===== config.mk =====
export PLATFORM = sky130hd
export DESIGN_NAME = sd_block_seq_flat
export DESIGN_NICKNAME = d
export VERILOG_FILES = /design/src/rtl/sd_block_seq_if.sv /design/src/rtl/sd_block_seq.sv /design/src/flat_wrapper.sv
export SDC_FILE = /design/constraint.sdc
export NUM_CORES = 1
export LEC_CHECK = 0
export ABC_AREA = 1
export CAP_MARGIN = 20
export CORE_MARGIN = 2
export CORE_UTILIZATION = 55
export DETAILED_ROUTE_END_ITERATION = 16
export PLACE_DENSITY = 0.95
export SYNTH_ARGS = -nofsm -noshare
export SYNTH_HDL_FRONTEND = slang
export SYNTH_SLANG_ARGS = --single-unit

===== constraint.sdc =====
create_clock -name iclk -period 3.8 [get_ports iclk]
set_input_delay 0.38 -clock iclk [delete_from_list [all_inputs] [get_ports iclk]]
set_output_delay 0.38 -clock iclk [all_outputs]
set_load 0.005 [all_outputs]

===== src/rtl/sd_block_seq_if.sv =====
// Handshake bundle between sd_block_seq and its controller, command, D-line and processing peers.
// master is the sequencer side; slave is everything the sequencer talks to.
interface sd_block_seq_if;
  logic        istart;
  logic [31:0] iblk_first;
  logic [15:0] iblk_count;
  logic        ocmd_start;
  logic [5:0]  ocmd_index;
  logic [31:0] ocmd_arg;
  logic        icmd_done;
  logic        icmd_fail;
  logic        ostart_read;
  logic        ostart_write;
  logic        id_done;
  logic        id_crc_fail;
  logic        oproc_start;
  logic        iproc_done;
  logic        obusy;
  logic        odone;
  logic [1:0]  oerr;

  modport master (
    input  istart, iblk_first, iblk_count, icmd_done, icmd_fail,
           id_done, id_crc_fail, iproc_done,
    output ocmd_start, ocmd_index, ocmd_arg, ostart_read, ostart_write,
           oproc_start, obusy, odone, oerr
  );

  modport slave (
    output istart, iblk_first, iblk_count, icmd_done, icmd_fail,
           id_done, id_crc_fail, iproc_done,
    input  ocmd_start, ocmd_index, ocmd_arg, ostart_read, ostart_write,
           oproc_start, obusy, odone, oerr
  );
endinterface


===== src/rtl/sd_block_seq.sv =====
// Per-block CMD17/read/process/CMD24/write sequencer; Moore strobes one cycle after the deciding edge, waits on peers indefinitely.
// SD_BLOCK_SEQ_TIMEOUT_EN adds a per-wait-state watchdog (TIMEOUT cycles, oerr=3).
module sd_block_seq #(
  parameter int MAX_RETRY = 3
`ifdef SD_BLOCK_SEQ_TIMEOUT_EN
  , parameter logic [23:0] TIMEOUT = 24'd2500000
`endif
) (
  input  logic          iclk,
  input  logic          irst,
  sd_block_seq_if.master bus
);

  localparam logic [3:0] MAX_R  = 4'(MAX_RETRY);
  localparam logic [5:0] IDX_RD = 6'd17;
  localparam logic [5:0] IDX_WR = 6'd24;

  typedef enum logic [3:0] {
    S_IDLE, S_RD_CMD, S_RD_CMD_W, S_RD_GO, S_RD_W, S_PROC, S_PROC_W,
    S_WR_CMD, S_WR_CMD_W, S_WR_GO, S_WR_W, S_NEXT, S_DONE, S_FAIL
  } state_t;

  state_t      state, state_nx;
  logic [31:0] addr;
  logic [15:0] remain;
  logic [3:0]  retry;
  logic [1:0]  err;
  logic        err_set;
  logic [1:0]  err_code;
  logic        retry_inc;
  logic        accept;
  logic        wd_hit;

`ifdef SD_BLOCK_SEQ_TIMEOUT_EN
  logic [23:0] wd;
  logic        in_wait;

  assign in_wait = (state == S_RD_CMD_W) || (state == S_RD_W) || (state == S_PROC_W) ||
                   (state == S_WR_CMD_W) || (state == S_WR_W);
  assign wd_hit  = in_wait && (wd == TIMEOUT - 24'd1);

  // Restarts on every state change so each wait gets the full budget.
  always_ff @(posedge iclk or posedge irst) begin
    if (irst)
      wd <= 24'd0;
    else if (!in_wait || state_nx != state)
      wd <= 24'd0;
    else
      wd <= wd + 24'd1;
  end
`else
  assign wd_hit = 1'b0;
`endif

  assign accept = (state == S_IDLE) && bus.istart;

  always_comb begin
    state_nx  = state;
    err_set   = 1'b0;
    err_code  = 2'd0;
    retry_inc = 1'b0;
    unique case (state)
      S_IDLE: begin
        if (bus.istart)
          state_nx = (bus.iblk_count == 16'd0) ? S_DONE : S_RD_CMD;
      end
      S_RD_CMD: state_nx = S_RD_CMD_W;
      S_RD_CMD_W: begin
        if (bus.icmd_fail) begin
          state_nx = S_FAIL; err_set = 1'b1; err_code = 2'd1;
        end else if (bus.icmd_done) begin
          state_nx = S_RD_GO;
        end else if (wd_hit) begin
          state_nx = S_FAIL; err_set = 1'b1; err_code = 2'd3;
        end
      end
      S_RD_GO: state_nx = S_RD_W;
      S_RD_W: begin
        if (bus.id_done) begin
          if (!bus.id_crc_fail) begin
            state_nx = S_PROC;
          end else if (retry == MAX_R) begin
            state_nx = S_FAIL; err_set = 1'b1; err_code = 2'd2;
          end else begin
            state_nx  = S_RD_CMD;
            retry_inc = 1'b1;
          end
        end else if (wd_hit) begin
          state_nx = S_FAIL; err_set = 1'b1; err_code = 2'd3;
        end
      end
      S_PROC: state_nx = S_PROC_W;
      S_PROC_W: begin
        if (bus.iproc_done) begin
          state_nx = S_WR_CMD;
        end else if (wd_hit) begin
          state_nx = S_FAIL; err_set = 1'b1; err_code = 2'd3;
        end
      end
      S_WR_CMD: state_nx = S_WR_CMD_W;
      S_WR_CMD_W: begin
        if (bus.icmd_fail) begin
          state_nx = S_FAIL; err_set = 1'b1; err_code = 2'd1;
        end else if (bus.icmd_done) begin
          state_nx = S_WR_GO;
        end else if (wd_hit) begin
          state_nx = S_FAIL; err_set = 1'b1; err_code = 2'd3;
        end
      end
      S_WR_GO: state_nx = S_WR_W;
      S_WR_W: begin
        if (bus.id_done) begin
          state_nx = S_NEXT;
        end else if (wd_hit) begin
          state_nx = S_FAIL; err_set = 1'b1; err_code = 2'd3;
        end
      end
      S_NEXT:  state_nx = (remain == 16'd1) ? S_DONE : S_RD_CMD;
      S_DONE:  state_nx = S_IDLE;
      S_FAIL:  state_nx = S_IDLE;
      default: state_nx = S_IDLE;
    endcase
  end

  always_ff @(posedge iclk or posedge irst) begin
    if (irst) begin
      state  <= S_IDLE;
      addr   <= 32'd0;
      remain <= 16'd0;
      retry  <= 4'd0;
      err    <= 2'd0;
    end else begin
      state <= state_nx;
      if (accept) begin
        addr   <= bus.iblk_first;
        remain <= bus.iblk_count;
        retry  <= 4'd0;
        err    <= 2'd0;
      end
      // Address wraps modulo 2^32 by design; no overflow check.
      if (state == S_NEXT) begin
        addr   <= addr + 32'd1;
        remain <= remain - 16'd1;
        retry  <= 4'd0;
      end
      if (retry_inc)
        retry <= retry + 4'd1;
      if (err_set)
        err <= err_code;
    end
  end

  always_comb begin
    bus.ocmd_index = 6'd0;
    unique case (state)
      S_RD_CMD, S_RD_CMD_W, S_RD_GO, S_RD_W: bus.ocmd_index = IDX_RD;
      S_WR_CMD, S_WR_CMD_W, S_WR_GO, S_WR_W: bus.ocmd_index = IDX_WR;
      default:                               bus.ocmd_index = 6'd0;
    endcase
  end

  assign bus.ocmd_start   = (state == S_RD_CMD) || (state == S_WR_CMD);
  assign bus.ocmd_arg     = addr;
  assign bus.ostart_read  = (state == S_RD_GO);
  assign bus.ostart_write = (state == S_WR_GO);
  assign bus.oproc_start  = (state == S_PROC);
  assign bus.obusy        = (state != S_IDLE);
  assign bus.odone        = (state == S_DONE);
  assign bus.oerr         = err;

endmodule


===== src/flat_wrapper.sv =====
// flat-port wrapper written by rule: the top's interface ports become plain ports
module sd_block_seq_flat 
#(
  parameter int MAX_RETRY = 3

)
  (iclk, irst, bus_istart, bus_iblk_first, bus_iblk_count, bus_icmd_done, bus_icmd_fail, bus_id_done, bus_id_crc_fail, bus_iproc_done, bus_ocmd_start, bus_ocmd_index, bus_ocmd_arg, bus_ostart_read, bus_ostart_write, bus_oproc_start, bus_obusy, bus_odone, bus_oerr);
  sd_block_seq_if bus_i ();
  input  logic iclk;
  input  logic irst;
  input wire logic [$bits(bus_i.istart)-1:0] bus_istart;
  input wire logic [$bits(bus_i.iblk_first)-1:0] bus_iblk_first;
  input wire logic [$bits(bus_i.iblk_count)-1:0] bus_iblk_count;
  input wire logic [$bits(bus_i.icmd_done)-1:0] bus_icmd_done;
  input wire logic [$bits(bus_i.icmd_fail)-1:0] bus_icmd_fail;
  input wire logic [$bits(bus_i.id_done)-1:0] bus_id_done;
  input wire logic [$bits(bus_i.id_crc_fail)-1:0] bus_id_crc_fail;
  input wire logic [$bits(bus_i.iproc_done)-1:0] bus_iproc_done;
  output wire logic [$bits(bus_i.ocmd_start)-1:0] bus_ocmd_start;
  output wire logic [$bits(bus_i.ocmd_index)-1:0] bus_ocmd_index;
  output wire logic [$bits(bus_i.ocmd_arg)-1:0] bus_ocmd_arg;
  output wire logic [$bits(bus_i.ostart_read)-1:0] bus_ostart_read;
  output wire logic [$bits(bus_i.ostart_write)-1:0] bus_ostart_write;
  output wire logic [$bits(bus_i.oproc_start)-1:0] bus_oproc_start;
  output wire logic [$bits(bus_i.obusy)-1:0] bus_obusy;
  output wire logic [$bits(bus_i.odone)-1:0] bus_odone;
  output wire logic [$bits(bus_i.oerr)-1:0] bus_oerr;
  assign bus_i.istart = bus_istart;
  assign bus_i.iblk_first = bus_iblk_first;
  assign bus_i.iblk_count = bus_iblk_count;
  assign bus_i.icmd_done = bus_icmd_done;
  assign bus_i.icmd_fail = bus_icmd_fail;
  assign bus_i.id_done = bus_id_done;
  assign bus_i.id_crc_fail = bus_id_crc_fail;
  assign bus_i.iproc_done = bus_iproc_done;
  assign bus_ocmd_start = bus_i.ocmd_start;
  assign bus_ocmd_index = bus_i.ocmd_index;
  assign bus_ocmd_arg = bus_i.ocmd_arg;
  assign bus_ostart_read = bus_i.ostart_read;
  assign bus_ostart_write = bus_i.ostart_write;
  assign bus_oproc_start = bus_i.oproc_start;
  assign bus_obusy = bus_i.obusy;
  assign bus_odone = bus_i.odone;
  assign bus_oerr = bus_i.oerr;
  sd_block_seq #(.MAX_RETRY(MAX_RETRY)) u_core (.iclk(iclk), .irst(irst), .bus(bus_i));
endmodule

# Word level (Yosys, flattened, before mapping)
# Memories as Yosys holds them, arrays and structs flattened.
# Cells that the tools add are included.
# classes
add_sub_neg,3
multipliers,0
n_div,0
n_lt_le_gt_ge,0
eq_ne,20
shifts,0
mux,36
bitwise_logic,0
reduce_logical,10
# op_table
cell,count
32-bit two-way mux,2
4-bit two-way mux,15
4-bit case mux with 12 select lines,1
32-bit by 1-bit adder with 32-bit output (second input constant),1
16-bit two-way mux,2
4-bit == test (second input constant),5
16-bit by 1-bit == test with 1-bit output (second input constant),1
4-bit by 3-bit == test with 1-bit output (second input constant),4
16-bit logical NOT,1
16-bit by 1-bit subtractor with 16-bit output (second input constant),1
4-bit by 2-bit == test with 1-bit output (second input constant),3
2-bit two-way mux,5
1-bit two-way mux,9
2-bit inequality test (second input constant),4
3-bit inequality test (second input constant),2
6-bit AND reduction,1
4-bit by 1-bit adder with 4-bit output (second input constant),1
4-bit by 1-bit == test with 1-bit output (second input constant),1
4-bit logical NOT,1
2-bit case mux with 2 select lines,1
2-bit nonzero test,2
4-bit nonzero test,1
3-bit nonzero test,1
1-bit case mux with 2 select lines,1
3 further kinds,3
# totals
ff_bits,58
latch_bits,0
ram_bits,0
rom_bits,48
out_inout_bits,46
n_memories,1
# mem_list
memory,depth,width,rd,rd_ports_with_merged_regs,wr,line,source
(no name shown),16,3,1,0,0,sd_block_seq.sv:155,unique case (state)

# Longest topological paths before layout
# Gate-level depths: netlist of the first run.
# depth
word_depth,6
ltp_mapped,11

# Worst setup path after synthesis of the first run
# OpenSTA, ideal clock, no wires.
# synth_path
path_type,register -> register
startpoint,reg u_core.addr[1] (netlist: u_core.bus.ocmd_arg[1])
endpoint,reg u_core.addr[16] (netlist: u_core.bus.ocmd_arg[16])
setup_ps,130
t_arrival_ps,1382
slack_ps,2288
stages_incl_launch_ff,9
synth_period_minus_slack_ps,1512
path_cell_list,dfrtp_1 -> ha_1 -> nand3_1 -> nor2_2 -> nand2_1 -> nor2_1 -> nand2_1 -> nand3_1 -> o211ai_1
# synth_via
elab_chain_len,2
# synth_lines
element,line,source
start: declaration,sd_block_seq.sv:24,logic [31:0] addr;
start signal: assignment,sd_block_seq.sv:135,addr <= bus.iblk_first;
start signal: assignment,sd_block_seq.sv:142,addr <= addr + 32'd1;
32-bit by 1-bit adder with 32-bit output,sd_block_seq.sv:142,
32-bit two-way mux,sd_block_seq.sv:141,if (state == S_NEXT) begin
# Every way passes these cells.
# A chain may end at the register's enable or synchronous reset.

# Worst setup path in the final report of the first run
# layout_path
startpoint,reg u_core.state[3]
endpoint,out bus_ocmd_index[4]
# layout_via
elab_chain_len,1
# layout_lines
element,line,source
start: declaration,sd_block_seq.sv:23,"state_t state, state_nx;"
start signal: assignment,sd_block_seq.sv:133,state <= state_nx;
memory 16 x 3 bit,n/a,
end: declaration,flat_wrapper.sv:20,output wire logic [$bits(bus_i.ocmd_index)-1:0] bus_ocmd_index;
# Every way passes these cells.

==> results.toml, run 1 <==
[outcome]
status = "complete, no violations"

[layout]
drive_above_1_share = 0.0547
fill_cells = 631
fin_nets = 846
insertedDiodeCount = 0
post-route-util = 0.727
area_delta_synth_final_pct = 27.7

[grt]
grt_use_total = 0.329
antenna_found_initial = 0
grt_overflow = 0
grt_max_degree = 51
grt_pass1_vias = 5003
grt_first_pass_wirelength_um = 22900

[setup_path]
cp-start-kind = "register"
required_ns = 3.42
crit_type = "reg -> out"
cp.arrival_ns = 2.05
worstPathCellList = "nand2_4 > or2_2 > o211ai_1 > clkdlybuf4s50_1"
path_max_fanout = 8
startpoint = "u_core.state[3]$_DFFE_PP0P_"
max_stage_delay_ns = 0.61
end_kind = "output port"
rr_startpoint = "u_core.state[0]$_DFFE_PP0P_"
cp_slowest_cell = "dfrtp_1"

[pwr]
leakagePower_nw = 2.52
p_comb_frac = 0.497
power.total_mw = 3.87
power_density_nw_per_um2 = 689
seqPwrFrac = 0.329
internal_power_mw = 2.14
irDropWorstVdd_mv = 0.502
switching_share = 0.448
clkPwrFrac = 0.174
switchingPower_mw = 1.73

[floorplanning]
floorplan.initialDensity = 0.570
die_w_um = 93.5
coreArea_sq_um = 7730
die_area_sq_um = 8730
num_rows = 32
io_pins = 102
die_h_um = 93.5

[clocking]
cts.clk_slew.worst_paths_ns = 0.08
cts_resized = 0
htree_levels = 3
cts_buffer_depth = 2
cts_tree = "done"
numCtsBuffers = 9
insertion_delay_ns = 0.35
hold_buffers = 0
cts.sinks = 58
post_cts_buffers = 0
cts_root_buffer = "clkbuf_8"

[placed_design]
io_buffers = 98
pre_cts_ws_ns = 1.59
dpl.hpwl_um = 9920
place_congestion = 0.957

[timing]
whs_ns = 0.456
setup_viol = 0
rsz0062_at_grt = "false"
maxSlewViolCount = 0
fin_crit_sh = 0.640
setup_ws_ns = 1.37
hold_violations = 0
period_needed_ns = 2.43
worst_slew_pin_slew_ns = 0.700
tns_ns = 0
slew_headroom = 0.532
timing.fmax_mhz = 411
fin_skew_ns = 0.0145

[drt]
drtAntennaViolNets = 0
drc_errors = 0
drt-initial-drc-count = 470
drt_first_pass_iters = 5
vias = 5032
wire_per_inst_um = 15.3
viasPerCell = 5.67
routed_wl_um = 13600

[synth]
yosysWarnings = 0
async_flop_share = 1.00
syn_inst = 688
netlist_area_sq_um = 4400
yosysSeqAreaShare = 0.330
syn_avg_cell_area_sq_um = 6.40
synth_cell_types = 43
synth_enable_flop_cells = 0
ys.flop_type = "dfrtp_1"
ys_ff_latch = 58

[worst_hold_path]
hp-class = "in -> async"

[flow_run]
drv_cap = 0
-- state kept, by name, summed over array words and instances, names as in the netlist --
| signal | count |
|---|---|
| u_core.retry | 4 |
| u_core.state | 4 |
| u_core.bus.oerr | 2 |
| u_core.remain | 16 |
| u_core.bus.ocmd_arg | 32 |
-- synth_stat cells, types with 3 or more instances --
library cell	n	area, sq um
nand2_1	251	942
buf_4	9	67.6
nor2_1	100	375
o21ai_1	19	95.1
nor3_1	4	20.0
buf_6	3	33.8
nand3_1	68	340
inv_2	3	11.3
o22ai_1	4	25.0
o211ai_1	12	90.1
buf_2	7	35.0
o21a_1	9	67.6
ha_1	9	113
nand3b_1	4	30.0
a31oi_1	3	18.8
a21oi_1	4	20.0
nand2_4	4	45.0
nand4_1	4	25.0
nor2_4	4	45.0
o21ai_0	16	80.1
inv_1	65	244
xor2_1	5	43.8
dfrtp_1	58	1450
-- cell families (layout without fill, tap and decap cells) --
logic type      count (synthesis)  after routing  synth area share
simple gates                  448            448             0.433
buf+inv                        91            187            0.0935
compound gates                 76             76             0.108
flops                          58             58             0.330
fa+ha+maj                       9              9            0.0256
xor+xnor                        5              5           0.00995
other cells                     1              3          0.000852
-- cell type report --
type / count / area, sq um / share of cell area
clock buffer: 9 / 124 / 0.0220
clock inverter: 7 / 103 / 0.0183
inverter: 71 / 272 / 0.0483
multi-input combinational: 541 / 2550 / 0.453
sequential: 58 / 1450 / 0.258
tap: 102 / 128 / 0.0227
timing repair buffer: 100 / 996 / 0.177
-- per-stage QoR --
stage	std cells	area [sq um]
after floorplan	690	4410
after global placement	872	5390
after detailed placement	872	5390
after CTS	888	5620
after global routing	888	5620
final	888	5620
-- path summary, 6_finish.rpt --
kind / endpoint / slack (ns) / cells after the start
max: bus_ocmd_index[4] / 1.37 / 4
min: u_core.bus.oerr[1]$_DFFE_PP0P_ / 0.46 / 2
max reg2reg: u_core.retry[3]$_DFFE_PP0P_ / 1.53 / 9
min reg2reg: u_core.remain[10]$_DFFE_PP0P_ / 0.55 / 2
max in group asynchronous: u_core.bus.ocmd_arg[25]$_DFFE_PP0P_ / 2.45 / 3
min in group iclk: u_core.remain[10]$_DFFE_PP0P_ / 0.55 / 2
-- routing by layer --
layer | GRT usage | wire length, um | share of wire
met4 | 0.172 | 525 | 0.039
met5 | 0 | 0 | 0
met1 | 0.384 | 5320 | 0.39
met3 | 0.0532 | 1060 | 0.078
met2 | 0.579 | 6700 | 0.49
-- critical path, delay by kind of cell (launching register included) --
kind / cells / cell delay (ns)
AO/OA/AOI/OAI: 1 / 0.10
flip-flops: 1 / 0.61
buffers and inverters: 1 / 0.53
AND/OR/NAND/NOR: 2 / 0.47
-- power by group through the flow --
stage,Sequential (mW),Combinational [mW],Clock [mW]
3_5_place_dp,1.26,1.90,0
2_1_floorplan,1.18,1.19,0
6_report,1.27,1.92,0.672
5_1_grt,1.32,2.16,0.694
4_1_cts,1.26,1.91,0.671
3_3_place_gp,1.25,1.84,0
-- cell usage in the layout, fill, tap and decap left out, drive strengths merged, types with 9 or more instances in the layout --
| master | count |
|---|---|
| o211ai | 12 |
| inv | 71 |
| clkbuf | 9 |
| o21ai | 37 |
| nand2 | 256 |
| clkdlybuf4s50 | 98 |
| nand3 | 70 |
| ha | 9 |
| o21a | 9 |
| nor2 | 106 |
| dfrtp | 58 |
No activity file was read; power rests on OpenSTA's default activity.
==> inputs of run 2 (changes only) <==
--- a/config.mk
+++ b/config.mk
@@ -8,9 +8,9 @@
 export ABC_AREA = 1
 export CAP_MARGIN = 20
 export CORE_MARGIN = 2
-export CORE_UTILIZATION = 55
+export CORE_UTILIZATION = 46
 export DETAILED_ROUTE_END_ITERATION = 16
-export PLACE_DENSITY = 0.95
+export PLACE_DENSITY = 0.85
 export SYNTH_ARGS = -nofsm -noshare
 export SYNTH_HDL_FRONTEND = slang
 export SYNTH_SLANG_ARGS = --single-unit
==> constraint.sdc (replaced) <==
create_clock -name iclk -period 2.11 [get_ports iclk]
set_input_delay 0.211 -clock iclk [delete_from_list [all_inputs] [get_ports iclk]]
set_output_delay 0.211 -clock iclk [all_outputs]
set_load 0.005 [all_outputs]
==> results.toml, run 2 (synthesized netlist as in run 1, its figures left out) <==
[placed_design]
dp_cells = 907
dpl_cell_area_sq_um = 5510
dpl.hpwl_um = 10100
place_congestion = 1.03
io_buffers = 98

[grt]
grt_max_degree = 34
antenna_found_initial = 0
grt_use_total = 0.263
grt_first_pass_wirelength_um = 21700
grt_overflow = 0
grt_pass1_vias = 4819

[setup_path]
path_max_fanout = 6
max_stage_delay_ns = 0.50
crit_top_cell = "nand2_1"
cp_slowest_cell = "clkdlybuf4s50_1"
crit_type = "reg -> out"
cp-start-kind = "register"
worstPathCellList = "inv_1 > ha_4 > nand2_1 > nand2_1 > clkdlybuf4s50_1"
required_ns = 1.90
end_kind = "output port"
cp.arrival_ns = 1.82

[floorplanning]
die_h_um = 102
die_area_sq_um = 10400
coreArea_sq_um = 9280
die_w_um = 102
num_rows = 35
io_pins = 102
floorplan.initialDensity = 0.474

[drt]
wire_per_inst_um = 13.9
vias = 4871
drc_errors = 0
drtAntennaViolNets = 0
drt-initial-drc-count = 329
routed_wl_um = 12900
viasPerCell = 5.25
drt_first_pass_iters = 6

[layout]
fin_nets = 858
largest_reg_flops = 32
fill_cells = 866
area_delta_synth_final_pct = 31.0
final_cell_count_no_fill = 927
final_cell_mix = "251 x nand2_1, 100 x nor2_1, 96 x clkdlybuf4s50_1"
insertedDiodeCount = 0
fin_area_sq_um = 5770
drive_above_1_share = 0.0752
mostFrequentLayoutCell = "nand2_1"

[pwr]
power_density_nw_per_um2 = 1200
irDropWorstVdd_mv = 0.585
leakagePower_nw = 2.59

[clocking]
insertion_delay_ns = 0.35
cts.clk_slew.worst_paths_ns = 0.09
cts_tree = "done"
cts_buffer_depth = 2
hold_buffers = 0
cts_root_buffer = "clkbuf_8"
htree_levels = 3
cts.sinks = 58
numCtsBuffers = 9

[timing]
fin_crit_sh = 0.963
fin_skew_ns = 0.0179
rsz0062_at_grt = "true"
timing.fmax_mhz = 492
period_needed_ns = 2.03
maxSlewViolCount = 0
hold_violations = 0
tns_ns = 0
whs_ns = 0.192
setup_viol = 0

[flow_run]
drv_cap = 0

[worst_hold_path]
hp-class = "in -> async"

[outcome]
status = "complete, no violations"
-- run 2: changes by cell type in the layout (fill, tap and decap cells not counted), moves of 2 or more --
cell / before / now
buf_4: 2 / 12
buf_12: 0 / 2
clkdlybuf4s50_1: 98 / 96
clkinvlp_4: 1 / 3
dfrtp_1: 58 / 56
dfrtp_2: 0 / 2
ha_1: 9 / 7
-- run 2: final cells by class --
| cell class | count | area (sq um) | area share |
|---|---|---|---|
| sequential | 58 | 1450 | 0.252 |
| multi-input combinational | 541 | 2560 | 0.444 |
| timing repair buffer | 112 | 1110 | 0.193 |
| clock inverter | 7 | 78.8 | 0.0137 |
| tap | 129 | 161 | 0.0280 |
| inverter | 71 | 277 | 0.0479 |
| clock buffer | 9 | 124 | 0.0215 |
-- run 2: stage by stage --
step	power [mW]	setup WS, ns	utilization
after floorplan	4.26	0.471	-
after global placement	5.65	0.300	0.594
after detailed placement	5.77	0.208	0.594
after CTS	6.87	0.00109	0.618
after global routing	7.52	-0.0117	0.621
final	6.95	0.0770	0.621
-- run 2: power breakdown --
group / internal (mW) / leakage [nW] / switching [mW]
logic: 1.68 / 1.78 / 1.92
clock network: 0.552 / 0.0921 / 0.521
registers: 1.62 / 0.717 / 0.665
-- run 2: path summary, 6_finish.rpt --
| check | from | end | slack, ns | cells after the start |
|---|---|---|---|---|
| worst min-delay path | irst | u_core.remain[6]$_DFFE_PP0P_ | 0.19 | 2 |
| worst min register to register | u_core.retry[0]$_DFFE_PP0P_ | u_core.retry[0]$_DFFE_PP0P_ | 0.53 | 1 |
| worst max register to register | u_core.state[0]$_DFFE_PP0P_ | u_core.retry[2]$_DFFE_PP0P_ | 0.14 | 9 |
| max in group asynchronous | irst | u_core.bus.ocmd_arg[22]$_DFFE_PP0P_ | 1.32 | 3 |
| min in group iclk | bus_iblk_first[6] | u_core.bus.ocmd_arg[6]$_DFFE_PP0P_ | 0.43 | 3 |
| worst max-delay path | u_core.state[1]$_DFFE_PP0P_ | bus_ocmd_index[0] | 0.08 | 5 |
-- run 2: worst max-delay path, delay by kind of cell, from the launching register on --
kind | cells | cell delay [ns]
buf+inv | 2 | 0.64
flops | 1 | 0.41
simple gates | 2 | 0.22
fa+ha+maj | 1 | 0.20
-- run 2: timing repair --
action                     in CTS  in global routing
gates cloned                    0                  0
setup endpoints to repair       4                  6
buffers inserted                2                  2
hold endpoints to repair        0                  0
resized for setup               5                  5
-- run 2: metal layers --
layer,part of all wire,global-route usage
met1,0.41,0.326
met2,0.48,0.448
met3,0.073,0.0438
met4,0.034,0.123
met5,0,0
==> inputs of run 3 (changes only) <==
--- a/config.mk
+++ b/config.mk
@@ -7,6 +7,7 @@
 export LEC_CHECK = 0
 export ABC_AREA = 1
 export CAP_MARGIN = 20
+export CORE_ASPECT_RATIO = 0.8
 export CORE_MARGIN = 2
 export CORE_UTILIZATION = 46
 export DETAILED_ROUTE_END_ITERATION = 16
==> results.toml, run 3 (synthesized netlist as in run 1, its figures left out) <==
[setup_path]
crit_top_cell = "nand2_1"
max_stage_delay_ns = 0.50
endpoint = "bus_ocmd_index[0]"
rr_startpoint = "u_core.state[0]$_DFFE_PP0P_"
regToRegSetupSlack_ns = 0.15
cp.arrival_ns = 1.83
required_ns = 1.90
crit_type = "reg -> out"
end_kind = "output port"
r2r_cells = 9
cp_slowest_cell = "clkdlybuf4s50_1"
startpoint = "u_core.state[0]$_DFFE_PP0P_"
path_max_fanout = 6
worstPathCellList = "inv_1 > ha_4 > nand2_1 > nand2_1 > clkdlybuf4s50_1"
cp-start-kind = "register"
r2r_end = "u_core.retry[3]$_DFFE_PP0P_"

[placed_design]
dpl.hpwl_um = 10100
io_buffers = 98
pre_cts_ws_ns = 0.263
dp_cells = 891
place_congestion = 0.978

[timing]
tns_ns = 0
period_needed_ns = 2.04
fin_crit_sh = 0.966
fin_skew_ns = 0.00525
maxSlewViolCount = 0
rsz0062_at_grt = "false"
setup_ws_ns = 0.0708
hold_violations = 0
setup_viol = 0
timing.fmax_mhz = 490

[clocking]
cts_buffer_depth = 2
htree_levels = 3
insertion_delay_ns = 0.33
cts.clk_slew.worst_paths_ns = 0.05
cts.sinks = 58
numCtsBuffers = 9
cts_tree = "done"
cts_root_buffer = "clkbuf_16"
hold_buffers = 0

[floorplanning]
io_pins = 102
coreArea_sq_um = 9190
num_rows = 31
floorplan.initialDensity = 0.479
die_area_sq_um = 10400
die_h_um = 91.5
die_w_um = 113

[layout]
final_cell_count_no_fill = 910
fill_cells = 792
area_delta_synth_final_pct = 32.9
mostFrequentLayoutCell = "nand2_1"
largest_reg_flops = 32
final_cell_mix = "251 x nand2_1, 100 x nor2_1, 96 x clkdlybuf4s50_1"
post-route-util = 0.636
insertedDiodeCount = 0
fin_nets = 856
drive_above_1_share = 0.0704

[pwr]
leakagePower_nw = 2.65
power_density_nw_per_um2 = 1280
irDropWorstVdd_mv = 0.817

[flow_run]
drv_cap = 0

[grt]
grt_pass1_vias = 4639
grt_max_degree = 59
use_met3 = 0.0567
met1_usage = 0.361
grt_use_total = 0.269
grt_first_pass_wirelength_um = 22400
grt_use_met2 = 0.437
antenna_found_initial = 0
grt-busiest-layer = "met2"
grt_overflow = 0

[outcome]
status = "complete, no violations"

[worst_hold_path]
hp-class = "in -> async"

[drt]
drtAntennaViolNets = 0
wire_per_inst_um = 15.3
drc_errors = 0
drt-initial-drc-count = 472
vias = 4991
drt_first_pass_iters = 5
viasPerCell = 5.48
routed_wl_um = 13900
-- run 3: layer usage --
metal | wire length, um | vias up
met2 | 6510 | 275
met5 | 0 | -
li1 | - | 2405
met1 | 5780 | 2275
met3 | 1350 | 36
met4 | 267 | 0
-- run 3: worst min-delay path by stage --
| stage | endpoint | slack, ns | cells after the start |
|---|---|---|---|
| after floorplan | u_core.remain[9]$_DFFE_PP0P_ | 0.32 | 2 |
| after global placement | u_core.retry[0]$_DFFE_PP0P_ | 0.50 | 1 |
| after detailed placement | u_core.retry[0]$_DFFE_PP0P_ | 0.51 | 1 |
| after CTS | u_core.retry[3]$_DFFE_PP0P_ | 0.29 | 3 |
| after global routing | u_core.bus.ocmd_arg[23]$_DFFE_PP0P_ | 0.31 | 3 |
| final | u_core.retry[3]$_DFFE_PP0P_ | 0.27 | 3 |
-- run 3: area by class of cell --
cell class / count / area, sq um / area share
multi-input combinational: 541 / 2560 / 0.438
sequential: 58 / 1450 / 0.249
timing repair buffer: 110 / 1110 / 0.190
inverter: 71 / 272 / 0.0464
clock buffer: 13 / 270 / 0.0462
tap: 115 / 144 / 0.0246
clock inverter: 2 / 35.0 / 0.00599
-- run 3: timing repair --
| item | 4_1_cts | 5_1_grt |
|---|---|---|
| endpoints found under the hold margin | 0 | 0 |
| gates resized for setup | 3 | 5 |
| setup endpoints to repair | 4 | 6 |
| buffers inserted | 1 | 3 |
| cloned | 0 | 0 |
-- run 3: worst max-delay path: cells and delay by family (launching register included) --
family	cells	cell delay, ns
buffers and inverters	2	0.65
DFF	1	0.40
and+or+nand+nor	2	0.23
adders and majority gates	1	0.21
-- run 3: per-stage QoR --
| stage | power (mW) | instance area (sq um) | hold WS, ns |
|---|---|---|---|
| 6_report | 7.47 | 5850 | 0.269 |
| 5_1_grt | 7.99 | 5850 | 0.310 |
| 3_3_place_gp | 5.66 | 5490 | 0.501 |
| 2_1_floorplan | 4.26 | 4410 | 0.323 |
| 4_1_cts | 7.35 | 5810 | 0.289 |
| 3_5_place_dp | 5.78 | 5490 | 0.513 |
-- run 3: power by group --
part / internal [mW] / leakage (nW) / switching, mW
registers: 1.62 / 0.717 / 0.678
logic: 1.68 / 1.78 / 1.98
clock network: 1.00 / 0.152 / 0.509
